==> src/rtl/entrada_handshake.sv <==
// Debounced enter/switch capture for the processor input instruction, with a four-phase chave handshake.
// Capture lands DEBOUNCE_CYCLES+2 edges after btn_raw is first sampled high; chave holds until controleIN drops.
module entrada_handshake #(
  parameter int DEBOUNCE_CYCLES = 16,
  parameter int DATA_W          = 8
) (
  input  logic              clk,
  input  logic              rst,
  input  logic              btn_raw,
  input  logic [DATA_W-1:0] sw_raw,
  input  logic              controleIN,
  output logic [DATA_W-1:0] dadosIN,
  output logic              chave,
  output logic              aguardando
);

  localparam int CW = $clog2(DEBOUNCE_CYCLES + 1);
  localparam logic [CW-1:0] CNT_LAST = CW'(DEBOUNCE_CYCLES - 1);

  typedef enum logic [1:0] {
    S_IDLE,
    S_ARMED,
    S_ACK,
    S_RELEASE
  } state_t;

  logic              r_btn_s1;
  logic              r_btn_s2;
  logic [DATA_W-1:0] r_sw_s1;
  logic [DATA_W-1:0] r_sw_s2;
  logic              r_stable;
  logic              r_stable_d;
  logic [CW-1:0]     r_cnt;
  logic [CW-1:0]     r_lo_cnt;
  logic              r_need_release;
  state_t            r_state;
  logic              r_chave;
  logic              r_aguardando;
  logic [DATA_W-1:0] r_dados;

  state_t            w_state_nxt;
  logic              w_capture;
  logic              w_press;

  always_ff @(posedge clk) begin
    if (rst) begin
      r_btn_s1 <= 1'b0;
      r_btn_s2 <= 1'b0;
      r_sw_s1  <= '0;
      r_sw_s2  <= '0;
    end else begin
      r_btn_s1 <= btn_raw;
      r_btn_s2 <= r_btn_s1;
      r_sw_s1  <= sw_raw;
      r_sw_s2  <= r_sw_s1;
    end
  end

  // Any disagreeing run shorter than DEBOUNCE_CYCLES is forgotten on the next agreeing cycle.
  always_ff @(posedge clk) begin
    if (rst) begin
      r_stable   <= 1'b0;
      r_stable_d <= 1'b0;
      r_cnt      <= '0;
    end else begin
      r_stable_d <= r_stable;
      if (r_btn_s2 == r_stable) begin
        r_cnt <= '0;
      end else if (r_cnt == CNT_LAST) begin
        r_stable <= r_btn_s2;
        r_cnt    <= '0;
      end else begin
        r_cnt <= r_cnt + CW'(1);
      end
    end
  end

  // Reset clears the debouncer, so a button held through reset would look like a fresh press;
  // presses stay masked until the button has been seen low for a full debounce window.
  always_ff @(posedge clk) begin
    if (rst) begin
      r_need_release <= 1'b1;
      r_lo_cnt       <= '0;
    end else if (r_btn_s2) begin
      r_lo_cnt <= '0;
    end else if (r_lo_cnt == CNT_LAST) begin
      r_need_release <= 1'b0;
    end else begin
      r_lo_cnt <= r_lo_cnt + CW'(1);
    end
  end

  assign w_press = r_stable & ~r_stable_d & ~r_need_release;

  always_comb begin
    w_state_nxt = r_state;
    w_capture   = 1'b0;
    case (r_state)
      S_IDLE: begin
        if (controleIN) w_state_nxt = S_ARMED;
      end
      S_ARMED: begin
        if (!controleIN) begin
          w_state_nxt = S_IDLE;
        end else if (w_press) begin
          w_state_nxt = S_ACK;
          w_capture   = 1'b1;
        end
      end
      S_ACK: begin
        if (!controleIN) w_state_nxt = r_stable ? S_RELEASE : S_IDLE;
      end
      S_RELEASE: begin
        if (!r_stable) w_state_nxt = S_IDLE;
      end
      default: w_state_nxt = S_IDLE;
    endcase
  end

  always_ff @(posedge clk) begin
    if (rst) begin
      r_state      <= S_IDLE;
      r_chave      <= 1'b0;
      r_aguardando <= 1'b0;
      r_dados      <= '0;
    end else begin
      r_state      <= w_state_nxt;
      r_chave      <= (w_state_nxt == S_ACK);
      r_aguardando <= (w_state_nxt == S_ARMED);
      if (w_capture) r_dados <= r_sw_s2;
    end
  end

  assign dadosIN    = r_dados;
  assign chave      = r_chave;
  assign aguardando = r_aguardando;

endmodule

==> config.mk <==
export PLATFORM = sky130hd
export DESIGN_NAME = entrada_handshake
export DESIGN_NICKNAME = d
export VERILOG_FILES = /design/src/rtl/entrada_handshake.sv
export SDC_FILE = /design/constraint.sdc
export NUM_CORES = 1
export LEC_CHECK = 0
export CAP_MARGIN = 20
export CORE_AREA = 2 2 70 72
export DETAILED_ROUTE_END_ITERATION = 6
export DIE_AREA = 0 0 72 74
export PLACE_DENSITY_LB_ADDON = 0.3
export SETUP_SLACK_MARGIN = 0.4
export SYNTH_ARGS = -nofsm -noshare
export SYNTH_HDL_FRONTEND = slang
export SYNTH_SLANG_ARGS = --single-unit
==> constraint.sdc <==
create_clock -name clk -period 2.7 [get_ports clk]
set_input_delay 0.54 -clock clk [delete_from_list [all_inputs] [get_ports clk]]
set_output_delay 0.54 -clock clk [all_outputs]
set_load 0.02 [all_outputs]
Word level (Yosys, flattened, before mapping)
Index checks and enable logic that the tools add are counted.
{ "word_totals": {"wordCells": 44, "in_bits": 12, "ff_bits": 43} }
{ "op_classes": {"n_bitwise": 6, "n_reduce_logical": 5, "addsub": 2, "n_eq_ne": 8, "muxes": 10} }
{ "ops": {"columns": ["op", "n"], "rows": [
  ["$mux 2", 6],
  ["$add 5x1->5 const B", 2],
  ["$eq 5x4->1 const B", 2],
  ["$pmux 2 s4", 1],
  ["$eq 2x2->1 const B", 3],
  ["$eq 2x1->1 const B", 2],
  ["$not 1->1", 4],
  ["$reduce_and 2->1", 2],
  ["$mux 1", 3],
  ["$reduce_or 3->1", 1],
  ["$and 1x1->1", 2],
  ["$logic_not 2->1", 1],
  ["$reduce_or 2->1", 1],
  ["$eq 1x1->1", 1]
]} }

Depth between registers and ports, before layout
{ "logic_depth": {"word_depth": 7, "mapped_depth": 7, "ltp_nobuf": 6} }

Worst setup path after synthesis
OpenSTA, ideal clock, no wires.
{ "synth_timing": {"path_kind": "register to register", "startpoint": "register r_lo_cnt[0]", "endpoint": "register r_lo_cnt[3]", "stages_incl_launch_ff": 8, "arrival_time_ps": 1371, "setup_time_ps": 117, "slack_ps": 1212, "period_less_slack_ps": 1488, "cell_sequence": "dfxtp_1 > ha_1 > and3_1 > ha_1 > clkbuf_1 > nand4b_1 > xor2_1 > nor2_1"} }
{ "synth_between": {"elab_chain_cells": 1, "elab_cells_between_ends": 2} }
{ "synth_rtl": {"columns": ["item", "line_no", "text"], "rows": [
  ["from (decl)", "34", "logic [CW-1:0] r_lo_cnt;"],
  ["from (signal assigned)", "89", "r_lo_cnt <= r_lo_cnt + CW'(1);"],
  ["$add 5x1->5 or $eq 5x4->1 (tied branches)", "89, 86", null]
]} }
Several ways; a longest one is shown, not always the timed one.
A chain may end at the register's enable or synchronous reset.

Worst setup path in the final report
{ "layout_timing": {"startpoint": "register r_dados[2], in the netlist dadosIN[2]", "endpoint": "output port dadosIN[2]"} }
{ "layout_rtl": {"columns": ["item", "line_no", "text"], "rows": [
  ["from (decl)", "39", "logic [DATA_W-1:0] r_dados;"],
  ["from (signal assigned)", "130", "if (w_capture) r_dados <= r_sw_s2;"],
  ["to (decl)", "12", "output logic [DATA_W-1:0] dadosIN,"]
]} }
No word-level cell between the ends.

==> results.md <==
* Internal at about 920 uW
* Leak at around 0.7 nW
* Clk_skew at approximately 0.0038 ns
* Final Setup Violations at 0
* Sink Count at between 40 and 50
* Post-CTS Setup Bufs at 0
* Netlist cell types at 27
* # hold bufs at CTS at 0
* Antenna viol nets, final at 0
* Post-synth EDFFs at 0
* Yosys warnings at 0
* Worst min-delay path class: register to register
* Largest area contributor in the netlist: dfxtp_1
* Sequential share of power at around 58%
* NetSw at 219 uW
* Syn nets at between 150 and 200
* Sw frac at between 10% and 20%
* Core area at around 4600 sq um
* DPL Wire Length at about 1600 um
* Number of remaining DRC errors at 0
* Congestion Overflow GR at 0
* Max clock buf depth at 2
* RSZ-0062 raised after global routing: false
* Critical Path RT at 2.16 ns
* Num ports at 22
* Critical path capture point type: primary output
* DR WL/cell at roughly 9.6 um
* Fin nets at between 150 and 200
* 1st-pass router iterations at 3
* Worst-Skew Late Latency at between 0.2 and 0.3 ns
* Antenna cells at 0
* Post-Route WL at between 2000 and 2500 um
* Pwr Total at around 1.1 mW
* Initial core utilization at approximately 34%
* Max cap viols at 0
* IO buf count at 21
* Comb power frac at 4.8%
* Area of the multi-input gates at between 600 and 700 sq um
* Flop-to-flop setup slack at approximately 1.2 ns
* Synthesized area at approximately 1500 sq um
* Register area at 861 sq um
* Resized Gates After CTS at 0
* Final worst slack at 0.920 ns
* Post-synth top area share at 55.6%
* Core Util, Final at just over 40%
* Vias in the first global route at 912
* Routed via count at about 920
* Die height at around 74 um
* Initial antenna violation count at 0
* Asr flop ratio synth at 0%
* Seq/Total Area, Yosys at about 56%
* Finished Layout Cells at 221
* WS Path Type: register to primary output
* Least-Margin Pin Slew at between 0.2 and 0.3 ns
* Post-Synthesis Cells at approximately 140
* Peak VDD IR at approximately 0.30 mV
* Horiz. Die Dim at slightly above 70 um
* Clock network power share at between 30 and 40%
* Root buf cell: clkbuf_8
* Num CTS Buffers at 5
* Top cells by count, synth: dfxtp_1 (43), nor2b_1 (22), nand2b_1 (18)
* Max incr delay on CP at between 0.6 and 0.7 ns
* Cell Area, Placed at 1810 sq um
* WHS at around 0.44 ns
* Outcome: complete, no violations
* CP bufs+invs at 1
* Slew Viols, Final at 0
* F_max at roughly 0.56 GHz
* Final min period at 1.78 ns
* Fill count at about 440
* Die footprint at ~5300 sq um
* Pwr Density at slightly below 600 nW/um^2
* H-Tree Depth at 2
* Rows at 25
* Syn_area_per_cell at 10.9 sq um
* Worst path arrival time at about 1.2 ns
* Final hold viol count at 0
* TritonCTS clock tree: yes
* Global-route wire length before repair at ~3900 um
* Tcrit/Tclk final at between 60% and 70%
* Routed vias/inst at around 4.1
* Fin Setup TNS at 0 ns
* Setup crit start kind: register
* RD Place Congestion at roughly 0.71
* CP cell instances: clkdlybuf4s50_1
* Largest net degree at the start of global routing at 36
* Area growth syn-to-layout at 23.4%
* Ys flop type: dfxtp_1
* Relative slew slack at between 80% and 90%
* Placed Cells at about 210
* Yosys reg bits at between 40 and 50
* Worst-path clk slew at approximately 0.070 ns
* Initial detailed-routing violation count at 33
* Top cells by area, synth: dfxtp_1 (56%), nor2b_1 (8.9%), nand2b_1 (7.3%)
* Post-place setup slack at 0.869 ns
* Slowest cell on crit path: clkdlybuf4s50_1
* CP max FO at 2
* Total GRT Usage at a little under a tenth
* Count leader, synth: dfxtp_1
* Layout Cell Area excl Fill at around 1900 sq um
* Top Family by Delay on Critical Path: buffers and inverters
* Fraction of layout cells with a size suffix above 1 at about a tenth
## layer usage
layer	wire length, um	GRT usage (%)
met1	1050	11.3
met2	935	14.6
met5	0	0
met3	117	4.34
met4	23	3.14
## power groups by stage
stage | Combinational [mW] | Clock, mW | Sequential [mW]
after floorplan | 0.0317 | 0 | 0.673
after global placement | 0.0534 | 0 | 0.673
after detailed placement | 0.0555 | 0 | 0.674
after CTS | 0.0557 | 0.440 | 0.659
after global routing | 0.0618 | 0.467 | 0.661
final | 0.0545 | 0.424 | 0.659
## cells in the final DEF (no fill, tap or decap), types with 3 or more instances in the layout
| master | n |
|---|---|
| clkbuf_8 | 7 |
| clkdlybuf4s50_1 | 21 |
| dfxtp_1 | 43 |
| ha_1 | 4 |
| inv_1 | 3 |
| mux2i_1 | 10 |
| nand2b_1 | 18 |
| nor2_1 | 8 |
| nor2_2 | 5 |
| nor2b_1 | 22 |
| xnor2_1 | 3 |
| xor2_1 | 3 |
## final cells by class
cell class / instances / share of cell area (%)
flip-flops and latches: 43 / 45.1
multi-input cells: 90 / 33.7
repair buffers: 23 / 11.8
clock buffers: 8 / 5.24
well taps: 54 / 3.54
inverters: 3 / 0.590
## logic make-up (layout without fill, tap and decap cells)
group | count (synthesis) | in the layout | share of synthesized area (%)
and+or+nand+nor | 64 | 64 | 25.9
DFF | 43 | 43 | 55.6
muxes | 11 | 11 | 7.20
buffers and inverters | 9 | 34 | 2.75
xor gates and xnor gates | 6 | 6 | 3.40
AOI/OAI and AO/OA | 5 | 5 | 1.94
adders and majority gates | 4 | 4 | 3.23
## worst paths after layout
kind	start	depth (start not counted)	to
max	dadosIN[2]$_SDFFE_PP0P_	1	dadosIN[2]
min	r_sw_s1[6]$_SDFF_PP0_	1	r_sw_s2[6]$_SDFF_PP0_
max reg2reg	r_lo_cnt[0]$_SDFFE_PP0P_	6	r_lo_cnt[3]$_SDFFE_PP0P_
min reg2reg	r_sw_s1[6]$_SDFF_PP0_	1	r_sw_s2[6]$_SDFF_PP0_
## sequential cells by signal (all words and copies together), names as in the netlist
register	cells
r_stable	1
dadosIN	8
aguardando	1
r_stable_d	1
r_need_release	1
r_btn_s2	1
r_btn_s1	1
r_sw_s2	8
r_state	2
r_lo_cnt	5
r_sw_s1	8
r_cnt	5
chave	1
Note: power is estimated with default switching activity, not from simulation.
